$ cat config.mk
export PLATFORM = sky130hd
export DESIGN_NAME = button_conditioner
export DESIGN_NICKNAME = d
export VERILOG_FILES = /design/src/rtl/button_conditioner.sv
export SDC_FILE = /design/constraint.sdc
export NUM_CORES = 1
export LEC_CHECK = 0
export ABC_CLOCK_PERIOD_IN_PS = 2450
export BUFFER_PORTS_ARGS = -buffer_cell sky130_fd_sc_hd__buf_2
export CORE_AREA = 2 2 75 77
export DETAILED_ROUTE_END_ITERATION = 7
export DIE_AREA = 0 0 77 79
export HOLD_SLACK_MARGIN = 0.08
export REMOVE_ABC_BUFFERS = 1
export SYNTH_ARGS = -nofsm -noshare
export SYNTH_HDL_FRONTEND = slang
export SYNTH_SLANG_ARGS = --single-unit
export TNS_END_PERCENT = 5
$ cat constraint.sdc
create_clock -name clk -period 2.45 [get_ports clk]
set_clock_uncertainty 0.1 [all_clocks]
set_input_delay 0.3675 -clock clk [delete_from_list [all_inputs] [get_ports clk]]
set_output_delay 0.3675 -clock clk [all_outputs]
set_load 0.05 [all_outputs]
$ cat src/rtl/button_conditioner.sv
// -----------------------------------------------------------------------------
// button_conditioner
//
// Turns one raw mechanical push-button into clean, single-cycle event pulses.
// The raw level is brought into the clk domain by a 2-flop synchronizer. A
// debounce FSM then qualifies presses and releases. One counter is shared
// between the debounce windows and the long-press timer.
//
// Ports
//   clk      in   system clock; all logic runs on the rising edge
//   rst_n    in   asynchronous, active-low reset
//   btn_in   in   raw asynchronous button level (polarity set by ACTIVE_LOW)
//   o_press  out  one-cycle pulse per debounced press
//   o_long   out  one-cycle pulse once a press has been held LONG_PRESS_MS
//   o_held   out  level, high while the FSM is in HELD
// -----------------------------------------------------------------------------
module button_conditioner #(
    parameter logic [31:0] CLOCK_FREQ    = 32'd50_000_000,
    parameter logic [31:0] DEBOUNCE_MS   = 32'd20,
    parameter logic [31:0] LONG_PRESS_MS = 32'd1000,
    parameter bit          ACTIVE_LOW    = 1'b1
) (
    input  logic clk,
    input  logic rst_n,
    input  logic btn_in,
    output logic o_press,
    output logic o_long,
    output logic o_held
);

    // Both cycle counts must come out >= 1 for the chosen parameters.
    localparam logic [31:0] DB_CYCLES   = CLOCK_FREQ / 32'd1000 * DEBOUNCE_MS;
    localparam logic [31:0] LONG_CYCLES = CLOCK_FREQ / 32'd1000 * LONG_PRESS_MS;

    // The counter also has to reach DB_CYCLES, so size it for the larger of
    // the two limits. The +1 is done in 33 bits so it cannot wrap.
    localparam logic [31:0] MAX_CYCLES = (DB_CYCLES > LONG_CYCLES) ? DB_CYCLES : LONG_CYCLES;
    localparam int          CNT_W      = $clog2({1'b0, MAX_CYCLES} + 33'd1);

    localparam logic [CNT_W-1:0] DB_C      = DB_CYCLES[CNT_W-1:0];
    localparam logic [CNT_W-1:0] LONG_C    = LONG_CYCLES[CNT_W-1:0];
    localparam logic [CNT_W-1:0] LONG_M1_C = LONG_C - CNT_W'(1);
    localparam logic [CNT_W-1:0] ONE_C     = CNT_W'(1);

    // Released level of btn_in. The synchronizer resets to this level so that
    // a button still held when reset is released looks like a fresh press.
    localparam logic RELEASED = ACTIVE_LOW;

    typedef enum logic [1:0] {
        IDLE,
        PRESS_WAIT,
        HELD,
        RELEASE_WAIT
    } state_t;

    logic             sync1, sync2;
    logic             pressed_s;
    state_t           state, state_nxt;
    logic [CNT_W-1:0] cnt, cnt_nxt;
    logic             press_nxt, long_nxt;

    // ------------------------------------------------------------------
    // 2-flop synchronizer
    // ------------------------------------------------------------------
    // NOTE: clocked state uses non-blocking (<=) so every flop samples the
    // pre-edge values; blocking here would collapse sync1/sync2 into one flop.
    always_ff @(posedge clk or negedge rst_n) begin
        if (!rst_n) begin
            sync1 <= RELEASED;
            sync2 <= RELEASED;
        end else begin
            sync1 <= btn_in;
            sync2 <= sync1;
        end
    end

    // Normalise the polarity so that 1 always means "pressed".
    assign pressed_s = sync2 ^ ACTIVE_LOW;

    // ------------------------------------------------------------------
    // Debounce FSM: state and counter registers
    // ------------------------------------------------------------------
    always_ff @(posedge clk or negedge rst_n) begin
        if (!rst_n) begin
            state <= IDLE;
            cnt   <= '0;
        end else begin
            state <= state_nxt;
            cnt   <= cnt_nxt;
        end
    end

    // ------------------------------------------------------------------
    // Debounce FSM: next state, next count and pulse requests
    // ------------------------------------------------------------------
    always_comb begin
        // NOTE: every output of this block gets a default first, so no path
        // leaves one unassigned and no latch is inferred.
        state_nxt = state;
        cnt_nxt   = cnt;
        press_nxt = 1'b0;
        long_nxt  = 1'b0;

        case (state)
            IDLE: begin
                cnt_nxt = '0;
                if (pressed_s) begin
                    state_nxt = PRESS_WAIT;
                    cnt_nxt   = ONE_C;
                end
            end

            PRESS_WAIT: begin
                if (!pressed_s) begin
                    // Bounce: drop back without any pulse.
                    state_nxt = IDLE;
                    cnt_nxt   = '0;
                end else if (cnt == DB_C) begin
                    state_nxt = HELD;
                    cnt_nxt   = '0;
                    press_nxt = 1'b1;
                end else begin
                    cnt_nxt = cnt + ONE_C;
                end
            end

            HELD: begin
                if (pressed_s) begin
                    // Saturate at LONG_C. Because o_long fires only on the
                    // LONG_C-1 -> LONG_C step, it cannot fire twice.
                    if (cnt != LONG_C) begin
                        cnt_nxt  = cnt + ONE_C;
                        long_nxt = (cnt == LONG_M1_C);
                    end
                end else begin
                    state_nxt = RELEASE_WAIT;
                    cnt_nxt   = ONE_C;
                end
            end

            RELEASE_WAIT: begin
                if (pressed_s) begin
                    // Release bounce: resume HELD with the long timer spent,
                    // so neither o_press nor o_long can repeat.
                    state_nxt = HELD;
                    cnt_nxt   = LONG_C;
                end else if (cnt == DB_C) begin
                    state_nxt = IDLE;
                    cnt_nxt   = '0;
                end else begin
                    cnt_nxt = cnt + ONE_C;
                end
            end

            default: begin
                state_nxt = IDLE;
                cnt_nxt   = '0;
            end
        endcase
    end

    // ------------------------------------------------------------------
    // Registered outputs
    // ------------------------------------------------------------------
    // o_held is taken from the next state so that it lines up with the
    // cycles the FSM actually spends in HELD.
    always_ff @(posedge clk or negedge rst_n) begin
        if (!rst_n) begin
            o_press <= 1'b0;
            o_long  <= 1'b0;
            o_held  <= 1'b0;
        end else begin
            o_press <= press_nxt;
            o_long  <= long_nxt;
            o_held  <= (state_nxt == HELD);
        end
    end

endmodule
* Word-level counts from Yosys, hierarchy flattened *
Index checks and enable logic that the tools add are counted.
Widths: inputs -> output; s select.

word-level totals
  flip-flop bits (word level) = 33
  input port bits = 3
  output and inout port bits = 3
  logic and storage cells = 37

operators by class
  $add $sub $neg = 1
  eq/ne operators = 8
  muxes and demuxes = 20
  reductions and logical operators = 1

operators with widths
  kind                   count
  $mux 26                5
  $pmux 26 s4            1
  $add 26x1->26 const B  1
  $eq 26x20->1 const B   1
  $eq 26x26->1 const B   1
  $ne 26x26->1 const B   1
  $mux 2                 6
  $pmux 2 s4             1
  $mux 1                 7
  $eq 2x2->1 const B     3
  $ne 3x3->1 const B     1
  $eq 2x1->1 const B     1
  $logic_not 2->1        1

* Depth between registers and ports, before layout *
  depth after elaboration = 5
  gate-level depth with buffers = 7
  mapped depth without buffers = 6

* Least setup slack after synthesis *
Ideal clock, no wire load.

  path kind = register -> register
  from = reg cnt[7]
  to = reg cnt[12]
  setup time = 137 ps
  data arrival time = 1602 ps
  required time = 2213 ps
  slack = 611 ps
  stages on the path, launching flop included = 8
  path buffers = 2
  period minus slack after synthesis = 1839 ps
  cells stage by stage = dfrtp_1 buf_2 nor4b_1 nand4_1 o311ai_1 o211a_1 buf_6 a21oi_1

between the ends
  cells in the longest elaborated chain, start to end = 4
  elaborated cells between the ends (all ways) = 10
  classes of those cells = 1 x add/sub; 3 x eq/ne; 6 x mux

ends and longest elaborated chain
  element                                               RTL line       text
  start, declared                                       59             logic [CNT_W-1:0] cnt, cnt_nxt;
  start signal, assigned                                89             cnt <= cnt_nxt;
  $add 26x1->26 / $eq 26x20->1 (equally long branches)  --
  $mux 26, on equally long branches                     118, 147, 131
  $mux 26, on equally long branches                     142, 114, 128
  $pmux 26 s4                                           104            case (state)

Parallel ways exist; a longest one is shown, timed or not. The select of a mux whose other input is x is not followed.
A chain may end at the register's enable or synchronous reset.

* Final worst setup path *
  from = reg cnt[11]
  to = reg cnt[13]

The elaborated chain is that of the path after synthesis.

==> impl_metrics.ini <==
[clock_tree]
cts_max_level = 2
clockBufferDepth = 2
path_clk_slew_ps = 70
cts_buffers = 5
clock-sinks = 33
clockRootBuffer = clkbuf_8
tritoncts = yes
cts_hold_buf = 2
cts_resized = 0
cts_setup_buffers = 0
clock_latency_ps = 280

[sta]
min_period_over_period_pct = 87.6
rsz0062_at_grt = false
hold_viol = 0
relSlewSlack_pct = 51.0
drv_slew = 0
hold_ws_ps = 256
timing.fmax_mhz = 466
fin_setup_tns_ps = 0
min_period_ps = 2150
setup_viol = 0
tightestPinTransition_ps = 736

[floorplanning]
top_level_ports = 6
die_height_um = 79
coreArea_sq_um = 5340
rows = 27
die_area_sq_um = 6080
die_width_um = 77
initial_core_util_pct = 33.3

[drt]
drcViolationCount = 0
wl_met3_um = 126
viasPerCell = 5.16
maxUsedRoutingLayer = met4
drt_iter0_drc = 66
wl_per_cell_um = 13.9
wirelength_um = 3670
met1Wirelength_um = 1780
first_pass_iters = 4
drtAntennaViolNets = 0
vias = 1358
wl_met2_um = 1730

[synthesis]
ys_warn_count = 0
seq_area_frac_synth_pct = 46.6
syn_area_per_cell_sq_um = 9.77
ys_ff_latch = 33
synth_flop_cell = dfrtp_1
async_flop_share_pct = 100
synthCells = 182
syn_area_sq_um = 1780
ys_types = 38
synth_edf_count = 0

[power]
combPwrFrac_pct = 3.7
p_leak_nw = 0.735
pwr-share-clk_pct = 39.7
p_int_w = 0.000759
switching_share_pct = 23.3
powerDensity_nw_per_um2 = 507
pwr-share-seq_pct = 56.6
ir_drop_uv = 227
p_switching_w = 0.000231

[layout]
antenna_cells = 0
fin_util_pct = 36.5
seqCellArea_sq_um = 828
stdcell_area_sq_um = 1950
fin_nets = 195
multiInputGateArea_sq_um = 877
final_cell_mix = dfrtp_1 (31), xnor2_1 (17), nor2_1 (16)
syn_to_final_growth_pct = 9.64
final_common_cell = dfrtp_1
drive_above_1_share_pct = 11.5
num-fill-cells = 567

[placed_design]
dpl_cell_area_sq_um = 1850
dp_hpwl_um = 2500
io_buffers = 5
routabilityCongestion = 0.744

[worst_setup_path]
crit_required_ps = 2480
cp-end-kind = flip-flop
cp-start-kind = flip-flop
critPathArrivalTime_ps = 2180
crit_type = reg -> reg
worstPathMaxFanout = 12

[grt]
grt_pass1_wl_um = 6410
grt_use_total_pct = 13.3
grt_pass1_vias = 1384
grt_max_degree = 34
antenna_found_initial = 0
gr-total-overflow = 0

[min_path]
min_path_type = reg -> reg

[flow_run]
cap_violations = 0

[outcome]
status = finished, final reports clean
## cells by family after synthesis
logic type	share of synthesized area [%]
and+or+nand+nor	28.1
DFF	46.6
xor gates and xnor gates	11.8
AOI/OAI and AO/OA	7.46
buffers and inverters	4.08
adders and majority gates	1.41
muxes	0.563
## routing by layer
metal | track usage (%) | vias up
met5 | 0 | -
li1 | - | 664
met1 | 16.9 | 669
met2 | 20.6 | 23
met3 | 3.64 | 2
met4 | 7.50 | 0
## state kept, by name, indices dropped and copies added (netlist names)
register / count
cnt: 26
state: 2
o_held: 1
o_long: 1
o_press: 1
sync1: 1
sync2: 1
## power by group through the flow
stage	Sequential [W]	Combinational, W	Clock, W
4_1_cts	0.000560	0.0000378	0.000406
6_report	0.000560	0.0000366	0.000393
3_3_place_gp	0.000570	0.0000344	0
3_5_place_dp	0.000570	0.0000350	0
2_1_floorplan	0.000567	0.0000178	0
5_1_grt	0.000560	0.0000421	0.000426
## Yosys cell counts (2+ instances only)
master    number  area, sq um
nor3_1        12         60.1
buf_6          3         33.8
nor4_1         6         37.5
nor3_2         2         20.0
o21ai_0        2         10.0
nand4_1        3         18.8
and4_1         4         35.0
and3_1         3         18.8
dfrtp_1       31          776
a21oi_1       14         70.1
nand3_1       14         70.1
nor2_1        16         60.1
clkbuf_1       2         7.51
xnor2_1       17          149
nand2_1       15         56.3
ha_1           2         25.0
xor2_1         7         61.3
nor4bb_1       2         20.0
dfstp_2        2         52.6
inv_1          7         26.3
## worst paths after layout
path | start | end | slack (ps) | cells past startpoint
worst max-delay path | cnt[11] | cnt[13] | 300 | 5
worst min-delay path | sync1 | sync2 | 260 | 0
worst max register to register | cnt[11] | cnt[13] | 300 | 5
worst min register to register | sync1 | sync2 | 260 | 0
max in group asynchronous | rst_n | cnt[15] | 1190 | 2
min in group asynchronous | rst_n | state[1] | 580 | 2
## worst max-delay path, stage by stage (launching register included)
cell	delay [ps]
dfrtp_1	460
nor4_2	340
nand4_1	240
o311ai_1	330
o211a_1	440
a21oi_1	90
## layout make-up
type	instances	area share [%]
Multi-Input combinational cell	136	45.0
Sequential cell	33	42.5
Tap cell	72	4.62
Clock buffer	6	3.72
Timing Repair Buffer	7	2.31
Inverter	7	1.35
Clock inverter	2	0.513
## stage by stage
stage / worst slack [ps] / total power (W) / instances
final: 303 / 0.000989 / 263
after global routing: 58.7 / 0.00103 / 263
after CTS: 282 / 0.00100 / 263
after detailed placement: 341 / 0.000605 / 253
after global placement: 350 / 0.000605 / 253
after floorplan: 638 / 0.000585 / 176
Power figures use the tool's default switching activity.
